`src/rtl/piece_scheduler_pkg.sv`:
```
// ============================================================================
//  Module      : tetris_pkg
//  Description : Shared piece/state types and helpers for the piece scheduler.
//  Revision    : 1.0
// ============================================================================
`default_nettype none

package tetris_pkg;

    typedef logic [2:0] piece_t;

    localparam int NUM_PIECES = 7;

    typedef enum logic [1:0] {
        ST_IDLE  = 2'd0,
        ST_FILL  = 2'd1,
        ST_READY = 2'd2
    } sched_state_t;

    // (a + k) mod 7, used to walk the probe sequence around the piece ring
    function automatic piece_t piece_add(input piece_t a, input int k);
        int sum;
        sum = int'(a) + k;
        return piece_t'(sum % NUM_PIECES);
    endfunction

endpackage

`default_nettype wire

```
`src/rtl/piece_scheduler_if.sv`:
```
// ============================================================================
//  Module      : piece_scheduler_if
//  Description : Game-FSM <-> piece scheduler handshake and preview bundle.
//  Revision    : 1.0
// ============================================================================
`default_nettype none

interface piece_scheduler_if
    import tetris_pkg::*;
#(
    parameter int PREVIEW_DEPTH = 3
);
    logic                         start;
    logic                         spawn_req;
    logic                         spawn_ack;
    piece_t                       spawn_piece;
    logic [3*PREVIEW_DEPTH-1:0]   preview;
    logic                         preview_valid;
    logic                         busy;

    modport master (
        output start, spawn_req,
        input  spawn_ack, spawn_piece, preview, preview_valid, busy
    );

    modport slave (
        input  start, spawn_req,
        output spawn_ack, spawn_piece, preview, preview_valid, busy
    );
endinterface

`default_nettype wire

```
`src/rtl/piece_scheduler_bag_picker.sv`:
```
// ============================================================================
//  Module      : bag_picker
//  Description : 7-bag mask plus first-free probe from the seed (used only
//                when PIECE_BAG7_EN is defined).
//  Revision    : 1.0
// ============================================================================
`default_nettype none

module bag_picker
    import tetris_pkg::*;
(
    input  wire logic   CLK,
    input  wire logic   reset,
    input  wire piece_t seed,
    input  wire logic   draw,
    input  wire logic   clear,
    output piece_t      piece
);

    logic [NUM_PIECES-1:0] r_mask;
    logic [NUM_PIECES-1:0] w_mask_set;
    logic                  w_found;

    always_comb begin
        piece_t v_cand;
        piece   = seed;
        w_found = 1'b0;
        for (int k = 0; k < NUM_PIECES; k++) begin
            v_cand = piece_add(seed, k);
            if (!w_found && !r_mask[v_cand]) begin
                piece   = v_cand;
                w_found = 1'b1;
            end
        end
    end

    assign w_mask_set = r_mask | (NUM_PIECES'(1) << piece);

    // A completed bag empties on the same edge its last piece is taken
    always_ff @(posedge CLK or negedge reset) begin
        if (!reset) begin
            r_mask <= '0;
        end else if (clear) begin
            r_mask <= '0;
        end else if (draw) begin
            r_mask <= (&w_mask_set) ? '0 : w_mask_set;
        end
    end

endmodule

`default_nettype wire

```
`src/rtl/piece_scheduler.sv`:
```
// ============================================================================
//  Module      : piece_scheduler
//  Description : Seed counter, next-piece queue and spawn req/ack server.
//                Define PIECE_BAG7_EN for 7-bag fair draws.
//  Revision    : 1.0
// ============================================================================
`default_nettype none

module piece_scheduler
    import tetris_pkg::*;
#(
    parameter int PREVIEW_DEPTH = 3,
    parameter int SEED_RESET    = 0
)(
    input  wire logic          CLK,
    input  wire logic          reset,
    piece_scheduler_if.slave   sif
);

    localparam int c_QDEPTH = PREVIEW_DEPTH + 1;
    localparam int c_CNT_W  = $clog2(c_QDEPTH + 1);

    sched_state_t        r_state;
    sched_state_t        w_state_nxt;
    piece_t              r_seed;
    piece_t              w_piece;
    piece_t              r_queue [c_QDEPTH];
    logic [c_CNT_W-1:0]  r_count;
    logic                r_spawn_ack;
    piece_t              r_spawn_piece;
    logic                w_busy;
    logic                w_draw;
    logic                w_spawn;

    always_ff @(posedge CLK or negedge reset) begin
        if (!reset) begin
            r_seed <= piece_t'(SEED_RESET);
        end else begin
            r_seed <= (r_seed == piece_t'(NUM_PIECES - 1)) ? '0 : r_seed + 3'd1;
        end
    end

    always_ff @(posedge CLK or negedge reset) begin
        if (!reset) begin
            r_state <= ST_IDLE;
        end else begin
            r_state <= w_state_nxt;
        end
    end

    always_comb begin
        w_state_nxt = r_state;
        case (r_state)
            ST_IDLE:  w_state_nxt = ST_IDLE;
            ST_FILL:  if (r_count == c_CNT_W'(c_QDEPTH - 1)) w_state_nxt = ST_READY;
            ST_READY: if (sif.spawn_req) w_state_nxt = ST_FILL;
            default:  w_state_nxt = ST_IDLE;
        endcase
        if (sif.start) begin
            w_state_nxt = ST_FILL;
        end
    end

    // start has priority over both drawing and serving a spawn
    always_comb begin
        w_busy  = (r_state == ST_FILL);
        w_draw  = w_busy && !sif.start;
        w_spawn = (r_state == ST_READY) && sif.spawn_req && !sif.start;
    end

`ifdef PIECE_BAG7_EN
    bag_picker u_bag_picker (
        .CLK   (CLK),
        .reset (reset),
        .seed  (r_seed),
        .draw  (w_draw),
        .clear (sif.start),
        .piece (w_piece)
    );
`else
    assign w_piece = r_seed;
`endif

    // Vacated slots are zeroed so unfilled preview entries read as 0
    always_ff @(posedge CLK or negedge reset) begin
        if (!reset) begin
            for (int i = 0; i < c_QDEPTH; i++) r_queue[i] <= '0;
            r_count       <= '0;
            r_spawn_ack   <= 1'b0;
            r_spawn_piece <= '0;
        end else begin
            r_spawn_ack <= w_spawn;
            if (sif.start) begin
                for (int i = 0; i < c_QDEPTH; i++) r_queue[i] <= '0;
                r_count <= '0;
            end else if (w_draw) begin
                for (int i = 0; i < c_QDEPTH; i++) begin
                    if (r_count == c_CNT_W'(i)) r_queue[i] <= w_piece;
                end
                r_count <= r_count + c_CNT_W'(1);
            end else if (w_spawn) begin
                r_spawn_piece <= r_queue[0];
                for (int i = 0; i < c_QDEPTH - 1; i++) r_queue[i] <= r_queue[i+1];
                r_queue[c_QDEPTH-1] <= '0;
                r_count <= r_count - c_CNT_W'(1);
            end
        end
    end

    for (genvar gi = 0; gi < PREVIEW_DEPTH; gi++) begin : g_preview
        assign sif.preview[3*gi +: 3] = r_queue[gi+1];
    end

    assign sif.spawn_ack     = r_spawn_ack;
    assign sif.spawn_piece   = r_spawn_piece;
    assign sif.preview_valid = (r_count == c_CNT_W'(c_QDEPTH));
    assign sif.busy          = w_busy;

endmodule

`default_nettype wire
```
`src/flat_wrapper.sv`:
```
// flat-port wrapper written by rule: the top's interface ports become plain ports
module piece_scheduler_flat import tetris_pkg::*;
#(
    parameter int PREVIEW_DEPTH = 3,
    parameter int SEED_RESET    = 0
)
  (CLK, reset, sif_start, sif_spawn_req, sif_spawn_ack, sif_spawn_piece, sif_preview, sif_preview_valid, sif_busy);
  piece_scheduler_if #(.PREVIEW_DEPTH(PREVIEW_DEPTH)) sif_i ();
  input  wire logic CLK;
  input  wire logic reset;
  input wire logic [$bits(sif_i.start)-1:0] sif_start;
  input wire logic [$bits(sif_i.spawn_req)-1:0] sif_spawn_req;
  output wire logic [$bits(sif_i.spawn_ack)-1:0] sif_spawn_ack;
  output wire logic [$bits(sif_i.spawn_piece)-1:0] sif_spawn_piece;
  output wire logic [$bits(sif_i.preview)-1:0] sif_preview;
  output wire logic [$bits(sif_i.preview_valid)-1:0] sif_preview_valid;
  output wire logic [$bits(sif_i.busy)-1:0] sif_busy;
  assign sif_i.start = sif_start;
  assign sif_i.spawn_req = sif_spawn_req;
  assign sif_spawn_ack = sif_i.spawn_ack;
  assign sif_spawn_piece = sif_i.spawn_piece;
  assign sif_preview = sif_i.preview;
  assign sif_preview_valid = sif_i.preview_valid;
  assign sif_busy = sif_i.busy;
  piece_scheduler #(.PREVIEW_DEPTH(PREVIEW_DEPTH), .SEED_RESET(SEED_RESET)) u_core (.CLK(CLK), .reset(reset), .sif(sif_i));
endmodule
```
`config.mk`:
```
export PLATFORM = sky130hd
export DESIGN_NAME = piece_scheduler_flat
export DESIGN_NICKNAME = d
export VERILOG_FILES = /design/src/rtl/piece_scheduler_pkg.sv /design/src/rtl/piece_scheduler_if.sv /design/src/rtl/piece_scheduler_bag_picker.sv /design/src/rtl/piece_scheduler.sv /design/src/flat_wrapper.sv
export SDC_FILE = /design/constraint.sdc
export NUM_CORES = 1
export LEC_CHECK = 0
export ABC_AREA = 1
export CORE_UTILIZATION = 50
export DETAILED_ROUTE_END_ITERATION = 6
export HOLD_SLACK_MARGIN = 0.15
export PLACE_DENSITY = 0.85
export SLEW_MARGIN = 20
export SYNTH_ARGS = -nofsm -noshare
export SYNTH_HDL_FRONTEND = slang
export SYNTH_SLANG_ARGS = --single-unit
```
`constraint.sdc`:
```
create_clock -name CLK -period 2.95 [get_ports CLK]
set_input_delay 0.7375 -clock CLK [delete_from_list [all_inputs] [get_ports CLK]]
set_output_delay 0.7375 -clock CLK [all_outputs]
set_load 0.01 [all_outputs]
```
# Yosys cells after proc, flatten, opt, wreduce, memory -nomap -nowiden
# Index checks and enable logic that the tools add are counted.
[classes]
n_addsub = 3
n_eq_ne = 13
n_mux = 15
bitwise_logic = 2
n_reduce_logical = 12
[op_table]
columns = ["operator", "count"]
rows = [
  ["2-to-1 mux 12 bit", 3],
  ["2-to-1 mux 3 bit", 8],
  ["inequality test 3 bit, second input constant", 5],
  ["AND reduction 2 bit", 5],
  ["adder 3 x 1 -> 3 bit, second input constant", 2],
  ["== test 3 x 2 -> 1 bit, second input constant", 2],
  ["== test 3 bit, second input constant", 2],
  ["2-to-1 mux 2 bit", 3],
  ["case mux 2 bit (2 select lines)", 1],
  ["== test 3 x 1 -> 1 bit, second input constant", 1],
  ["logical AND 1 bit", 3],
  ["zero test 3 bit", 1],
  ["inequality test 3 x 2 -> 1 bit, second input constant", 1],
  ["AND reduction 3 bit", 1],
  ["nonzero test 3 bit", 1],
  ["subtractor 3 x 1 -> 3 bit, second input constant", 1],
  ["== test 2 x 1 -> 1 bit, second input constant", 1],
  ["== test 2 bit, second input constant", 1],
  ["NOT 1 bit", 2],
  ["zero test 1 bit", 1],
]
[word_totals]
ff_bits = 24
inputBits = 4
out_inout_bits = 15
word_cells = 54

# Longest topological paths before layout
# Gate-level depths: netlist of the first run.
[logic_depth]
word_depth = 6
depth_mapped = 9
depth_no_buf = 9

# Worst setup path before layout of the first run
# Ideal clock, no wire load.
[synth_path]
path_kind = "flip-flop to output port"
startpoint = "register u_core.r_count[0]"
endpoint = "output sif_preview_valid"
t_arrival_ns = 0.795
required_time_ns = 2.213
slack_ns = 1.418
stages_incl_launch_ff = 5
n_path_buf = 0
cell_sequence = "dfrtp_1 -> inv_1 -> ha_1 -> nand2_1 -> inv_1"
[synth_between]
elab_chain_cells = 1
[synth_lines]
columns = ["element", "line", "text"]
rows = [
  ["from (decl)", "piece_scheduler.sv:28", "logic [c_CNT_W-1:0] r_count;"],
  ["from (signal assigned)", "piece_scheduler.sv:100", "r_count <= r_count + c_CNT_W'(1);"],
  ["from (signal assigned)", "piece_scheduler.sv:105", "r_count <= r_count - c_CNT_W'(1);"],
  ["== test 3 bit", "piece_scheduler.sv:116", "assign sif.preview_valid = (r_count == c_CNT_W'(c_QDEPTH));"],
  ["to (decl)", "flat_wrapper.sv:16", "output wire logic [$bits(sif_i.preview_valid)-1:0] sif_preview_valid;"],
]
# Every way passes these cells.

# Worst setup path in the final report of the first run
# Ends and elaborated chain as after synthesis.

==> results by group, run 1 <==
Run status
  – Status: finished clean

GRT
  – Largest net degree at the start of global routing: 25
  – First-pass GRT wire length: 4.305 mm
  – Global Route met1 Usage: roughly 25%
  – Total grt overflow: 0
  – Total track usage: 21.24%
  – Met2 Usage GRT: roughly 35%
  – GRT Max-Usage Layer: met2
  – Vias in the first global route: between 1000 and 1500
  – Initial antenna violation count: 0
  – Met3 Use GR: 4.802%

CTS
  – Hold Buf Count CTS: 0
  – Root Buffer: clkbuf_4
  – Clock latency on the worst-skew pair: around 0.32 ns
  – CTS buffer count: 3
  – Longest Clk Path Bufs: 2
  – CTS tree: done
  – Clock sink count: 24
  – Setup bufs post-CTS: 0
  – Worst-path clk slew: 0.12 ns
  – H-tree levels: 1
  – Post-CTS resize count: 0

Critical path
  – Critical path class: register to output pin
  – Reg2Reg Depth: 6
  – Required time worst endpoint: around 2.2 ns
  – WP data arrival: approximately 1.7 ns
  – Cell family with most CP delay: buffers and inverters
  – Worst-path fanout max: 4
  – Slowest-stage cell, CP: clkdlybuf4s50_1
  – FF-to-FF Start: u_core.r_count[0]
  – Nature of the critical path endpoint: output pin
  – Worst path cell trace: inv_1 > ha_1 > nand2_1 > inv_1 > clkdlybuf4s50_1
  – Largest stage delay on the critical path: ~0.52 ns
  – CP Launch Type: register
  – Crit-path most repeated cell: inv_1
  – Reg-to-Reg End: u_core.sif.preview[8]
  – Critical path buffers and inverters: 3
  – Reg2reg setup slack: 1.59 ns

Drt
  – TritonRoute pass-1 iters: 4
  – DR vias: ~1100
  – 1st-iter DRT viols: 25
  – Final wirelength: around 2.5 mm
  – Routed WL per cell: approximately 12 um
  – DRC violations left: 0
  – DR vias/cell: roughly 5.2
  – Final ANT Viol Nets: 0

Timing
  – Worst-margin pin slew: about 0.33 ns
  – Fmax: just over 0.4 GHz
  – Setup Viol. Count Final: 0
  – Setup TNS: 0 ns
  – Fin. Hold Viols: 0
  – RSZ-0062 raised after global routing: no
  – Final min period: about 2.5 ns
  – Min Hold Slack: roughly 0.46 ns
  – Period utilization: 83.11%
  – Skew final: a little over 0.01 ns
  – Max-slew violation count: 0
  – Rel. slew slack: slightly below 80%

Synthesis
  – Cell variety after synth: 18
  – Synth area leaders: dfrtp_1, nand2_1, nand3_1
  – Top-count cell post-synth: nand2_1
  – Synthesized area per cell: around 7.9 um2
  – Post-synth top area share: between 40% and 50%
  – Ys Warns: 0
  – Syn nets: 181
  – Synth top cells by count: nand2_1, nand3_1, dfrtp_1
  – Post-synthesis sequential area ratio: about 45%
  – Ys async rst share: 100.0%
  – Cells after Synth: about 170
  – Synth Cell Area: about 1300 um2
  – Flop and latch count out of synthesis: 24
  – Main flop type after synthesis: dfrtp_1
  – Area leader, netlist: dfrtp_1
  – EDFF count, synth: 0

Power
  – VDD IR-drop max: approximately 0.00044 V
  – PD cells: ~730 nW/um2
  – Leak pwr: between 0.8 and 0.9 nW

Die
  – Die width: 53.87 um
  – Die height: around 54 um
  – Row count: 18
  – Starting Density: 53.80%
  – I/O Pins: 19
  – Total core area: roughly 2500 um2
  – Die area: approximately 2900 um2

Min path
  – WHS Path Cells: 1
  – Hold Startpoint: u_core.r_seed[0]
  – Hold Path Class: register to register
  – Hold worst-path end: u_core.r_seed[0]

Finish
  – Antenna cells: 0
  – Final layout net count: just under 200
  – Share of layout cells above drive strength 1: 8.791%
  – Area grow syn2layout: 12.19%

Placement
  – Buffers added on ports: 18
  – HPWL Detailed: 1.967 mm
  – Routability cong.: roughly 0.87

Run
  – # Max-Cap Violations: 0
## sequential cells by signal, indices dropped and copies added (netlist names)
name / flops
u_core.sif.preview: 9
u_core.r_count: 3
u_core.r_queue: 3
u_core.r_seed: 3
u_core.sif.spawn_piece: 3
u_core.r_state: 2
u_core.sif.spawn_ack: 1
## cells by family after synthesis
| kind of cell | share of synthesized area (%) |
|---|---|
| simple gates | 33.02 |
| compound gates | 4.000 |
| buf+inv | 12.74 |
| fa+ha+maj | 5.581 |
| flops | 44.65 |
## per-layer routing
layer  up-vias  share of wire [%]
met5         -                  0
met4         0                1.6
met3         5                6.2
met2        37                 51
met1       519                 41
li1        549                  -
## worst register-to-register path, stage by stage (launching register included)
cell	delay, ns
dfrtp_1	0.45
ha_1	0.22
ha_1	0.18
nand2_1	0.16
nand2_1	0.12
nand2_1	0.08
nand2_1	0.05
## final cells by class
cell class,count,area (um2)
clock buffer,4,36.28
fill,222,991.0
inverter,19,73.82
multi-input combinational,116,573.1
sequential,24,600.6
tap,30,37.54
timing repair buffer,19,187.7
## through the flow
step	util, %	area (um2)	power [mW]	instances	setup WS (ns)
4_1_cts	60.36	1509	1.114	212	0.4687
5_1_grt	60.36	1509	1.193	212	0.3946
6_report	60.36	1509	1.100	212	0.4982
3_3_place_gp	58.91	1473	0.9189	208	0.8723
2_1_floorplan	-	1345	0.8167	171	1.418
3_5_place_dp	58.91	1473	0.9396	208	0.7981
## power by group
part	internal (mW)	switching, mW	leakage, nW
registers	0.410	0.0768	0.314
clock network	0.0755	0.0965	0.0210
logic	0.194	0.247	0.518
total	0.679	0.421	0.853
## cells in the final DEF (no fill, tap or decap)
cell type | netlist | routed
nand2_1 | 65 | 65
clkbuf_4 | 0 | 3
nor2_1 | 1 | 1
nand3_4 | 1 | 1
inv_4 | 1 | 1
inv_1 | 15 | 15
inv_2 | 3 | 3
nor2_2 | 1 | 1
dfrtp_1 | 24 | 24
ha_1 | 6 | 6
nand2_2 | 3 | 3
nand3b_1 | 1 | 1
a21oi_1 | 2 | 2
nand3_1 | 27 | 27
buf_4 | 10 | 1
nor2_4 | 1 | 1
o21ai_0 | 7 | 7
clkdlybuf4s50_1 | 0 | 18
clkbuf_8 | 0 | 1
a21oi_2 | 1 | 1
## how the worst max path moves through the flow
stage                       from               endpoint  slack, ns  cells after the start
2_1_floorplan  u_core.r_count[0]      sif_preview_valid       1.42                      4
3_3_place_gp           sif_start  u_core.sif.preview[8]       0.87                      7
3_5_place_dp           sif_start     u_core.r_queue[10]       0.80                      7
4_1_cts        u_core.r_count[0]      sif_preview_valid       0.47                      5
5_1_grt        u_core.r_count[0]      sif_preview_valid       0.39                      5
6_report       u_core.r_count[0]      sif_preview_valid       0.50                      5
(Power assumes the default switching activity.)
==> run 2: changes to the inputs <==
--- a/config.mk
+++ b/config.mk
@@ -6,7 +6,7 @@
 export NUM_CORES = 1
 export LEC_CHECK = 0
 export ABC_AREA = 1
-export CORE_UTILIZATION = 50
+export CORE_UTILIZATION = 48
 export DETAILED_ROUTE_END_ITERATION = 6
 export HOLD_SLACK_MARGIN = 0.15
 export PLACE_DENSITY = 0.85
==> constraint.sdc (replaced) <==
create_clock -name CLK -period 2.2 [get_ports CLK]
set_input_delay 0.55 -clock CLK [delete_from_list [all_inputs] [get_ports CLK]]
set_output_delay 0.55 -clock CLK [all_outputs]
set_load 0.01 [all_outputs]
==> results by group, run 2 (synthesized netlist as in run 1, its figures left out) <==
CTS
  – Longest Clk Path Bufs: 2
  – CTS tree: done
  – H-tree levels: 1
  – Worst-path clk slew: 0.14 ns
  – CTS buffer count: 3
  – Clock latency on the worst-skew pair: between 0.3 and 0.4 ns
  – Root Buffer: clkbuf_4
  – Clock sink count: 24

Drt
  – Routed WL per cell: between 10 and 15 um
  – DR vias/cell: about 5.3
  – DRC violations left: 0
  – Final ANT Viol Nets: 0
  – TritonRoute pass-1 iters: 4
  – 1st-iter DRT viols: 19
  – DR vias: 1144
  – Final wirelength: between 2 and 3 mm

Critical path
  – Worst-path fanout max: 6
  – Nature of the critical path endpoint: output pin
  – FF-to-FF Start: u_core.r_count[1]
  – Critical path class: register to output pin
  – Required time worst endpoint: roughly 1.7 ns
  – CP Launch Type: register
  – WP data arrival: around 1.6 ns
  – Worst Setup SP: u_core.r_state[1]

Min path
  – Hold Path Class: register to register
  – Hold Startpoint: u_core.r_seed[0]

Timing
  – Fmax: 0.4638 GHz
  – Max-slew violation count: 0
  – Rel. slew slack: between 70% and 80%
  – Worst-margin pin slew: 0.3032 ns
  – RSZ-0062 raised after global routing: no
  – Final min period: roughly 2.2 ns
  – Fin. Hold Viols: 0
  – Min Hold Slack: between 0.4 and 0.5 ns
  – Setup Viol. Count Final: 0
  – Final setup margin: around 0.044 ns
  – Period utilization: a little over nine tenths
  – Skew final: about 0.013 ns
  – Setup TNS: 0 ns

Die
  – I/O Pins: 19
  – Row count: 18
  – Starting Density: 52.39%
  – Die height: about 55 um
  – Die area: 3018 um2
  – Die width: around 55 um
  – Total core area: about 2600 um2

Finish
  – Antenna cells: 0
  – Fillers: 240
  – Area grow syn2layout: 15.16%
  – Register Area: roughly 600 um2
  – Final core utilization: between 60% and 70%
  – Non-filler cells, final: ~220
  – Max reg flops: 9
  – Most common cell after layout, fill and taps aside: nand2_1
  – Final layout net count: slightly below 200
  – Design area: roughly 1500 um2
  – Most frequent cells in the layout: nand2_1, nand3_1, dfrtp_1, clkdlybuf4s50_1, inv_1
  – Share of layout cells above drive strength 1: roughly an eighth
  – Area occupied by multi-input gates: about 570 um2

Power
  – VDD IR-drop max: approximately 0.00056 V
  – Reg power frac: 41.2%
  – Sw frac: between 30% and 40%
  – Comb pwr share: roughly 43%
  – PD cells: ~1000 nW/um2
  – Total net switching power: just over 600 uW
  – Leak pwr: slightly below 0.9 nW
  – Clock network power share: roughly 16%
  – Pint: around 950 uW
  – PnR Total Power: between 1.5 and 2 mW

Placement
  – Routability cong.: 0.8668
  – Buffers added on ports: 18
  – HPWL Detailed: 2.045 mm
  – Place WS: 0.3043 ns
  – Cell Area, Placed: 1480 um2
  – Placed cells: 209

Run
  – # Max-Cap Violations: 0

GRT
  – Vias in the first global route: 1107
  – GRT Max-Usage Layer: met2
  – Global Route met1 Usage: 25.17%
  – Largest net degree at the start of global routing: 25
  – First-pass GRT wire length: ~4.7 mm
  – Total track usage: between 20% and 30%
  – Initial antenna violation count: 0
  – Met3 Use GR: 4.098%
  – Met2 Usage GRT: between 30% and 40%
  – Total grt overflow: 0

Run status
  – Status: finished clean
-- run 2: changes by cell type in the layout (fill, tap and decap cells not counted), sizes merged --
cell and change:
dlymetal6s2s +1, buf +5, clkdlybuf4s50 -1
-- run 2: worst paths after layout --
check / end / slack (ns) / cells past startpoint
min in group asynchronous: u_core.r_count[2] / 0.55 / 2
worst max-delay path: sif_busy / 0.04 / 2
worst min register to register: u_core.r_seed[0] / 0.47 / 1
worst min-delay path: u_core.r_seed[0] / 0.47 / 1
worst max register to register: u_core.sif.preview[6] / 0.66 / 8
max in group asynchronous: u_core.sif.preview[4] / 1.41 / 2
-- run 2: repair_timing --
item,4_1_cts,5_1_grt
hold buffers,0,0
gates resized for setup,1,1
setup buffers,2,2
hold endpoints to repair,0,0
setup endpoints to repair,1,2
pin swaps,0,0
-- run 2: area by class of cell --
class                   instances  area share [%]
flip-flops and latches         24           38.77
multi-input cells             116           37.00
repair buffers                 24           14.70
inverters                      19           4.766
well taps                      30           2.423
clock buffers                   4           2.342
-- run 2: power groups by stage --
stage / logic, mW / registers, mW / clock network (mW)
4_1_cts: 0.644 / 0.642 / 0.247
2_1_floorplan: 0.462 / 0.633 / 0
6_report: 0.677 / 0.643 / 0.242
3_5_place_dp: 0.613 / 0.658 / 0
5_1_grt: 0.756 / 0.653 / 0.265
3_3_place_gp: 0.583 / 0.648 / 0
-- run 2: critical path, cell delays in order (launching register included) --
cell and delay [ns]:
dfrtp_1 0.50, nor2_4 0.21, clkdlybuf4s50_1 0.56
-- run 2: metal layers --
metal  vias up  wire [um]
met3         9        137
met5         -          0
met1       539       1227
li1        559          -
met2        37       1440
met4         0         72
